<file path="src/rtl/serial_bus_master.sv">
// serial_bus_master: initiator end of the on-chip serial bus (16-bit address, 8-bit data, LSB first).
// Define SERIAL_BUS_MASTER_TIMEOUT_EN to build the ACK_TIMEOUT abort on the AACK/WACK waits.
module serial_bus_master #(
  parameter int unsigned ACK_TIMEOUT = 8
) (
  input  logic        CLK,
  input  logic        RST,
  input  logic        M_START,
  input  logic        M_RW,
  input  logic [15:0] M_ADDR,
  input  logic [7:0]  M_DIN,
  output logic [7:0]  M_DOUT,
  output logic        M_DVALID,
  output logic        M_DONE,
  output logic        M_ERR,
  output logic        M_BUSY,
  output logic        B_REQ,
  input  logic        B_GRANT,
  output logic        B_RW,
  output logic        B_VALID,
  output logic        B_BUS_OUT,
  input  logic        B_BUS_IN,
  input  logic        B_ACK
);

  localparam logic [3:0] S_IDLE  = 4'd0;
  localparam logic [3:0] S_REQ   = 4'd1;
  localparam logic [3:0] S_ADDR  = 4'd2;
  localparam logic [3:0] S_AACK  = 4'd3;
  localparam logic [3:0] S_WDATA = 4'd4;
  localparam logic [3:0] S_WACK  = 4'd5;
  localparam logic [3:0] S_RDATA = 4'd6;
  localparam logic [3:0] S_DONE  = 4'd7;
  localparam logic [3:0] S_ABORT = 4'd8;

  logic [3:0]  state_q, state_d;
  logic [3:0]  cnt_q, cnt_d;
  logic [15:0] addr_q, addr_d;
  logic [7:0]  din_q, din_d;
  logic [7:0]  shreg_q, shreg_d;
  logic        rw_q, rw_d;

  logic [7:0]  dout_q, dout_d;
  logic        dvalid_q, dvalid_d;
  logic        done_q, done_d;
  logic        err_q, err_d;
  logic        busy_q, busy_d;
  logic        breq_q, breq_d;
  logic        brw_q, brw_d;
  logic        bvalid_q, bvalid_d;
  logic        bout_q, bout_d;

`ifdef SERIAL_BUS_MASTER_TIMEOUT_EN
  localparam int unsigned WCNT_W = $clog2(ACK_TIMEOUT + 1);
  localparam logic [WCNT_W-1:0] WCNT_LIMIT = WCNT_W'(ACK_TIMEOUT - 1);
  logic [WCNT_W-1:0] wcnt_q, wcnt_d;
`else
  // ACK_TIMEOUT has no effect when the timeout is not built
  if (ACK_TIMEOUT == 0) begin : g_timeout_unused
  end
`endif

  // Next-state logic; grant loss during a transfer always wins over progress
  always_comb begin
    state_d = state_q;
    cnt_d   = cnt_q;
    addr_d  = addr_q;
    din_d   = din_q;
    rw_d    = rw_q;
    shreg_d = shreg_q;
`ifdef SERIAL_BUS_MASTER_TIMEOUT_EN
    wcnt_d  = wcnt_q;
`endif
    case (state_q)
      S_IDLE: begin
        if (M_START) begin
          addr_d  = M_ADDR;
          din_d   = M_DIN;
          rw_d    = M_RW;
          state_d = S_REQ;
        end
      end
      S_REQ: begin
        if (B_GRANT) state_d = S_ADDR;
      end
      S_ADDR: begin
        if (!B_GRANT)            state_d = S_ABORT;
        else if (cnt_q == 4'd15) state_d = S_AACK;
        else                     cnt_d   = cnt_q + 4'd1;
      end
      S_AACK: begin
        if (!B_GRANT)  state_d = S_ABORT;
        else if (B_ACK) state_d = rw_q ? S_WDATA : S_RDATA;
`ifdef SERIAL_BUS_MASTER_TIMEOUT_EN
        else if (wcnt_q == WCNT_LIMIT) state_d = S_ABORT;
        else wcnt_d = wcnt_q + WCNT_W'(1);
`endif
      end
      S_WDATA: begin
        if (!B_GRANT)           state_d = S_ABORT;
        else if (cnt_q == 4'd7) state_d = S_WACK;
        else                    cnt_d   = cnt_q + 4'd1;
      end
      S_WACK: begin
        if (!B_GRANT)   state_d = S_ABORT;
        else if (B_ACK) state_d = S_DONE;
`ifdef SERIAL_BUS_MASTER_TIMEOUT_EN
        else if (wcnt_q == WCNT_LIMIT) state_d = S_ABORT;
        else wcnt_d = wcnt_q + WCNT_W'(1);
`endif
      end
      S_RDATA: begin
        if (!B_GRANT) begin
          state_d = S_ABORT;
        end else begin
          shreg_d[cnt_q[2:0]] = B_BUS_IN;
          if (cnt_q == 4'd7) state_d = S_DONE;
          else               cnt_d   = cnt_q + 4'd1;
        end
      end
      S_DONE:  state_d = S_IDLE;
      S_ABORT: state_d = S_IDLE;
      default: state_d = S_IDLE;
    endcase

    // Counters restart on every state entry so they can never wrap inside a state
    if (state_d != state_q) begin
      cnt_d  = 4'd0;
`ifdef SERIAL_BUS_MASTER_TIMEOUT_EN
      wcnt_d = '0;
`endif
    end
  end

  // Outputs are registered, so they are decoded from the state being entered
  always_comb begin
    busy_d   = (state_d != S_IDLE);
    breq_d   = 1'b0;
    brw_d    = 1'b0;
    bvalid_d = 1'b0;
    bout_d   = 1'b0;
    done_d   = 1'b0;
    err_d    = 1'b0;
    dvalid_d = 1'b0;
    dout_d   = dout_q;
    case (state_d)
      S_REQ: breq_d = 1'b1;
      S_ADDR: begin
        breq_d   = 1'b1;
        brw_d    = rw_q;
        bvalid_d = 1'b1;
        bout_d   = addr_q[cnt_d];
      end
      S_AACK, S_WACK, S_RDATA: begin
        breq_d = 1'b1;
        brw_d  = rw_q;
      end
      S_WDATA: begin
        breq_d = 1'b1;
        brw_d  = rw_q;
        bout_d = din_q[cnt_d[2:0]];
      end
      S_DONE: begin
        done_d = 1'b1;
        if (!rw_q) begin
          dvalid_d = 1'b1;
          dout_d   = shreg_d;
        end
      end
      S_ABORT: err_d = 1'b1;
      default: ;
    endcase
  end

  always_ff @(posedge CLK) begin
    if (RST) begin
      state_q  <= S_IDLE;
      cnt_q    <= 4'd0;
      dout_q   <= 8'h00;
      dvalid_q <= 1'b0;
      done_q   <= 1'b0;
      err_q    <= 1'b0;
      busy_q   <= 1'b0;
      breq_q   <= 1'b0;
      brw_q    <= 1'b0;
      bvalid_q <= 1'b0;
      bout_q   <= 1'b0;
    end else begin
      state_q  <= state_d;
      cnt_q    <= cnt_d;
      dout_q   <= dout_d;
      dvalid_q <= dvalid_d;
      done_q   <= done_d;
      err_q    <= err_d;
      busy_q   <= busy_d;
      breq_q   <= breq_d;
      brw_q    <= brw_d;
      bvalid_q <= bvalid_d;
      bout_q   <= bout_d;
    end
  end

`ifdef SERIAL_BUS_MASTER_TIMEOUT_EN
  always_ff @(posedge CLK) begin
    if (RST) wcnt_q <= '0;
    else     wcnt_q <= wcnt_d;
  end
`endif

  // Request latches and the read shift register carry data only
  always_ff @(posedge CLK) begin
    addr_q  <= addr_d;
    din_q   <= din_d;
    rw_q    <= rw_d;
    shreg_q <= shreg_d;
  end

  assign M_DOUT    = dout_q;
  assign M_DVALID  = dvalid_q;
  assign M_DONE    = done_q;
  assign M_ERR     = err_q;
  assign M_BUSY    = busy_q;
  assign B_REQ     = breq_q;
  assign B_RW      = brw_q;
  assign B_VALID   = bvalid_q;
  assign B_BUS_OUT = bout_q;

endmodule

</file>
<file path="config.mk">
export PLATFORM = sky130hd
export DESIGN_NAME = serial_bus_master
export DESIGN_NICKNAME = d
export VERILOG_FILES = /design/src/rtl/serial_bus_master.sv
export SDC_FILE = /design/constraint.sdc
export NUM_CORES = 1
export LEC_CHECK = 0
export ABC_AREA = 0
export ABC_CLOCK_PERIOD_IN_PS = 5000
export BUFFER_PORTS_ARGS = -buffer_cell sky130_fd_sc_hd__buf_2
export CORE_MARGIN = 2
export CORE_UTILIZATION = 59
export CTS_CLUSTER_DIAMETER = 60
export CTS_CLUSTER_SIZE = 10
export DETAILED_ROUTE_END_ITERATION = 16
export PLACE_DENSITY = 0.83
export SYNTH_ARGS = -nofsm -noshare
export SYNTH_HDL_FRONTEND = slang
export SYNTH_SLANG_ARGS = --single-unit
</file>
<file path="constraint.sdc">
create_clock -name CLK -period 5 [get_ports CLK]
set_input_delay 0.75 -clock CLK [delete_from_list [all_inputs] [get_ports CLK]]
set_output_delay 0.75 -clock CLK [all_outputs]
set_load 0.01 [all_outputs]
</file>
# After elaboration in Yosys (flattened, before gate mapping)
# Cells that the tools add are included.
[op_classes]
n_bitwise = 3
reduce_logical = 10
add_sub_neg = 1
mux = 35
div = 0
n_mul = 0
n_lt_le_gt_ge = 4
eq_ne = 17
shifts = 0
[ops]
columns = ["cell", "n"]
rows = [
  ["$mux 4", 17],
  ["$eq 4x3->1 const B", 8],
  ["$pmux 4 s7", 1],
  ["$eq 4x2->1 const B", 4],
  ["$mux 8", 2],
  ["$bwmux 8", 1],
  ["$eq 4x1->1 const B", 2],
  ["$eq 4x4->1 const B", 2],
  ["$lt 3x4->1 const B", 2],
  ["$mux 1", 8],
  ["$pmux 4 s2", 1],
  ["$reduce_or 2->1", 3],
  ["$reduce_or 6->1", 1],
  ["$lt 4x5->1 const B", 1],
  ["$reduce_or 5->1", 1],
  ["$add 4x1->4 const B", 1],
  ["$bmux 1 s4", 1],
  ["$logic_not 4->1", 1],
  ["$ne 4x4->1", 1],
  ["$reduce_and 2->1", 2],
  ["$reduce_bool 4->1", 1],
  ["$bmux 1 s3", 1],
  ["$demux 1 s3", 1],
  ["$ge 3x1->1 const B", 1],
  ["other kinds (4)", 6],
]
[totals]
reg_bits = 57
n_memories = 0
mem_bits_rw = 0
output_inout_bits = 16
romBits = 0
latchBits = 0
in_bits = 31

# Longest topological paths before layout
[depth]
word_depth = 9
depth_mapped = 11

# Worst setup path before layout
# Ideal clock, no wire load.
[synth_path]
path_kind = "input -> register"
start = "in M_START"
end = "reg addr_q[0] (enable)"
setup_slack_ns = 1.713
arrival_ns = 2.848
path_buffers = 0
required_ns = 4.561
path_stages = 2
path_cell_list = "or3b_1 -> nor3_1"
[synth_via]
elab_chain_len = 1
[synth_lines]
columns = ["element", "line", "rtl"]
rows = [
  ["start: declaration", "8", "input logic M_START,"],
  ["$reduce_and 2->1 (no source line)", "-", ""],
  ["end signal: assignment", "212", "addr_q <= addr_d;"],
  ["end: declaration", "38", "logic [15:0] addr_q, addr_d;"],
]
# Every way passes these cells.
# A chain may end at the register's enable or synchronous reset.

# Final worst setup path
[layout_path]
start = "reg cnt_q[1]"
end = "reg bout_q, in the netlist B_BUS_OUT"
[layout_via]
elab_chain_len = 9
[layout_lines]
columns = ["element", "line", "rtl"]
rows = [
  ["start: declaration", "37", "logic [3:0] cnt_q, cnt_d;"],
  ["start signal: assignment", "190", "cnt_q <= cnt_d;"],
  ["$eq 4x3->1 or $eq 4x4->1 (tied branches)", "101, 117, 88", ""],
  ["$mux 4 (on tied branches)", "117, 101, 88", ""],
  ["$mux 4 (on tied branches)", "113, 100, 87", ""],
  ["$pmux 4 s7", "74", "case (state_q)"],
  ["$ne 4x4->1", "127", "if (state_d != state_q) begin"],
  ["$mux 4", "127", ""],
  ["$bmux 1 s4 or $bmux 1 s3 (tied branches)", "152, 161", ""],
  ["$mux 1 (on tied branches)", "152, 161", ""],
  ["$pmux 1 s2 (*)", "146", "case (state_d)"],
  ["end signal: assignment", "199", "bout_q <= bout_d;"],
  ["end: declaration", "51", "logic bout_q, bout_d;"],
]
# Mark *: on every way between the ends. The rest lies on a longest branch, timed or not. The select of a mux whose other input is x is not followed.

==> results_tabular.tex <==
\begin{tabular}{lr}
\hline
Metric & Value \\
\hline
\multicolumn{2}{l}{\textbf{Worst setup path}} \\
WP buf/inv & 0 \\
Largest fanout on the critical path & 11 \\
Highest cell delay on the worst timing path & around 0.53 ns \\
Startpoint kind of the worst setup timing path & flip-flop \\
Critical Path Stages & 9 \\
Crit. End Element & flip-flop \\
Largest delay contributor family on the critical path & compound AO/OA/AOI/OAI gates \\
Arrival time worst endpoint & about 3.3 ns \\
Cell type of the slowest stage on the worst timing path & sky130\_fd\_sc\_hd\_\_dfxtp\_1 \\
Crit Path Class & reg2reg \\
Number of cell instances on the worst register-to-register path & 9 \\
CP Data Required Time & around 5.2 ns \\
Critical Path, Cell by Cell & ha\_1 > nand2\_1 > a2111o\_1 > a21oi\_1 > or2\_1 > mux2\_2 > a211oi\_1 > or4\_1 > nand4b\_1 \\
\multicolumn{2}{l}{\textbf{Die}} \\
Total core area & approximately 4300 µm² \\
I/O pin count & 47 \\
Die H & approximately 70 µm \\
Area enclosed by the die boundary & about 5000 µm² \\
Die X-Extent & approximately 70 µm \\
Effective utilization at floorplan & 0.604 \\
Row count & 24 \\
\multicolumn{2}{l}{\textbf{Clock tree}} \\
Clock tree from TritonCTS & done \\
Hold Buf Count CTS & 0 \\
Num Clock Sinks & between 50 and 60 \\
Cell at the root of the clock tree & sky130\_fd\_sc\_hd\_\_clkbuf\_8 \\
Clock latency on the worst-skew pair & between 0.3 and 0.4 ns \\
Clock-pin slew on the worst setup and hold paths & 0.07 ns \\
Number of gates resized after cts & 0 \\
Maximum number of buffers from clock root to sink & 2 \\
Count of H-tree levels built during CTS & 3 \\
Post-CTS Setup Bufs & 0 \\
Clock buffers created by TritonCTS & 9 \\
\multicolumn{2}{l}{\textbf{STA}} \\
Timing-limited maximum frequency & $\sim$330 MHz \\
Relative slew margins & 0.566 \\
Slew at the pin closest to its max-slew limit & between 0.6 and 0.7 ns \\
Max-slew violation total from the final report & 0 \\
Final worst path period share & 0.615 \\
Final Critical Period & roughly 3 ns \\
Total negative slack for setup checks & 0 ns \\
Worst Hold Slack & around 0.48 ns \\
Setup repair after global routing missed its margin & no \\
Worst clock skew on the final layout & 0.00587 ns \\
Count of final hold-check violations & 0 \\
Count of endpoints failing setup in the final report & 0 \\
\multicolumn{2}{l}{\textbf{Power and ir drop}} \\
Leak Pwr & approximately 1.3 nW \\
Post-layout power & around 0.98 mW \\
Areal power density over the cells & $\sim$320 nW/µm² \\
IR Drop Worst-Case VDD & between 200 and 250 µV \\
\multicolumn{2}{l}{\textbf{Cells and area}} \\
Multi-input logic area & 1130 µm² \\
Cell Count, Final, Fillers Out & between 300 and 400 \\
Number of nets in the layout & 313 \\
Area growth from synthesis to layout & 16.8\% \\
Post-route cell area & approximately 3000 µm² \\
Fraction of final layout cells with drive strength greater than 1 & 0.294 \\
Reg area & about 1400 µm² \\
Antenna Diode Count & 0 \\
Count of fill cells added during filler insertion & approximately 330 \\
\multicolumn{2}{l}{\textbf{Routing}} \\
Initial detailed-routing violation count & $\sim$110 \\
Number of vias per cell after detailed routing & roughly 5.8 \\
Remaining antenna violation count after routing & 0 \\
Detailed-route via count & 1959 \\
First-pass detailed-route iteration total & 4 \\
WL per Instance & $\sim$16 µm \\
Residual DRC & 0 \\
DRT Wirelength & 5290 µm \\
\multicolumn{2}{l}{\textbf{Global routing}} \\
Overall Global Routing Usage & 0.228 \\
Pin count of the biggest net entering global routing & 26 \\
Wire length of the first global-routing pass & 8690 µm \\
Number of global-route vias before repair & 1887 \\
Global route total overflow & 0 \\
Number of antenna violations at the first check in global routing & 0 \\
\multicolumn{2}{l}{\textbf{Synth}} \\
Number of synthesized register bits & 57 \\
Distinct cell type count of the synthesized netlist & between 50 and 60 \\
Syn\_area\_per\_cell & about 11 µm² \\
Async set or reset register ratio after synthesis & 0 \\
Number of flops mapped to enable cells by yosys & 25 \\
Cells after Synth & around 240 \\
Post-Syn Nets & 267 \\
Total standard cell area after synthesis & 2590 µm² \\
YS warnings & 0 \\
Sequential share of the synthesized area & 0.536 \\
Most used flip-flop cell after synthesis & sky130\_fd\_sc\_hd\_\_dfxtp\_1 \\
\multicolumn{2}{l}{\textbf{Placement}} \\
HPWL reported at the end of detailed placement & between 3000 and 4000 µm \\
Cell total after placement & 322 \\
Port Buf Inserts & 46 \\
Routability congestion estimate & about 0.84 \\
Area after detailed placement & 2850 µm² \\
\multicolumn{2}{l}{\textbf{Worst hold path}} \\
Min-Delay Path Class & reg2reg \\
Cell depth of the worst hold path & 1 \\
\multicolumn{2}{l}{\textbf{Outcome}} \\
Run status & finished, final reports clean \\
\multicolumn{2}{l}{\textbf{Flow run}} \\
Maximum Capacitance Violations & 0 \\
\hline
\end{tabular}
cells by family after synthesis:
logic type               after synthesis  share of synthesized area
XOR/XNOR                               1                    0.00338
buffers and inverters                 18                     0.0289
multiplexers                          25                      0.102
AND/OR/NAND/NOR                       85                      0.185
adder cells (fa/ha/maj)                1                    0.00482
AO/OA/AOI/OAI                         48                      0.140
flip-flops                            57                      0.536
final timing paths:
check                       from              endpoint  slack [ns]
min reg2reg   shreg_q[6]$_DFF_P_    shreg_q[6]$_DFF_P_        0.48
min           shreg_q[6]$_DFF_P_    shreg_q[6]$_DFF_P_        0.48
max reg2reg  cnt_q[1]$_SDFF_PP0_  B_BUS_OUT$_SDFF_PP0_        1.92
max          cnt_q[1]$_SDFF_PP0_  B_BUS_OUT$_SDFF_PP0_        1.92
synth_stat cells (all sizes together) (2+ instances only):
library cell	instances	area share
dfxtp	32	0.25
nor2	26	0.039
edfxtp	25	0.29
mux2i	14	0.054
a21oi	13	0.025
mux2	11	0.048
nand2	11	0.017
clkbuf	8	0.012
nor3	8	0.017
a211oi	7	0.020
inv	6	0.0087
nand3	5	0.0096
nor3b	5	0.014
a31oi	4	0.0096
buf	4	0.0087
nand2b	4	0.0096
nand3b	4	0.013
o211ai	4	0.012
or3b	4	0.014
and2	3	0.0072
o21bai	3	0.0087
o22ai	3	0.0072
or2	3	0.0072
a211o	2	0.0068
nand4b	2	0.0068
nor2b	2	0.0048
nor4	2	0.0048
o21ai	2	0.0039
or4	2	0.0058
sequential cells by signal, summed over array words and instances, names as in the netlist, 4 cells and up:
| name | count |
|---|---|
| din_q | 8 |
| cnt_q | 4 |
| M_DOUT | 8 |
| shreg_q | 8 |
| addr_q | 16 |
| state_q | 4 |
cell usage in the layout, fill, tap and decap left out, drive strengths merged, types with 3 or more instances in the layout:
cell and instances:
mux2 11, buf 47, edfxtp 25, a211oi 7, nand2b 4, nor2 26
a21oi 13, o21bai 3, nor3b 5, dfxtp 32, mux2i 14, o22ai 3
or3b 4, nand3b 4, clkinv 5, nand3 5, and2 3, nor3 8
or2 3, inv 6, o211ai 4, clkbuf 11, nand2 11, a31oi 4
routing by layer:
layer	vias to the layer above	track usage	wire (µm)
met5	-	0	0
met4	0	0.111	73
met3	7	0.0664	232
met2	59	0.354	2640
met1	925	0.292	2340
li1	968	-	-
through the flow:
stage | utilization | setup slack (ns)
global placement | 0.663 | 1.97
finish | 0.706 | 1.92
floorplan | - | 1.71
global route | 0.706 | 1.65
detailed placement | 0.663 | 1.89
CTS | 0.706 | 1.93
where the power goes:
group | internal (mW) | total, mW | switching (mW)
sequential | 0.509 | 0.520 | 0.0116
clock | 0.207 | 0.387 | 0.180
combinational | 0.0296 | 0.0710 | 0.0415
total | 0.745 | 0.978 | 0.233
layout make-up:
type | instances | area share
well taps | 52 | 0.0215
inverters | 6 | 0.00743
flip-flops and latches | 57 | 0.459
clock buffers | 11 | 0.0504
multi-input cells | 160 | 0.374
repair buffers | 47 | 0.0784
clock inverters | 5 | 0.00950
Power figures use the tool's default switching activity.
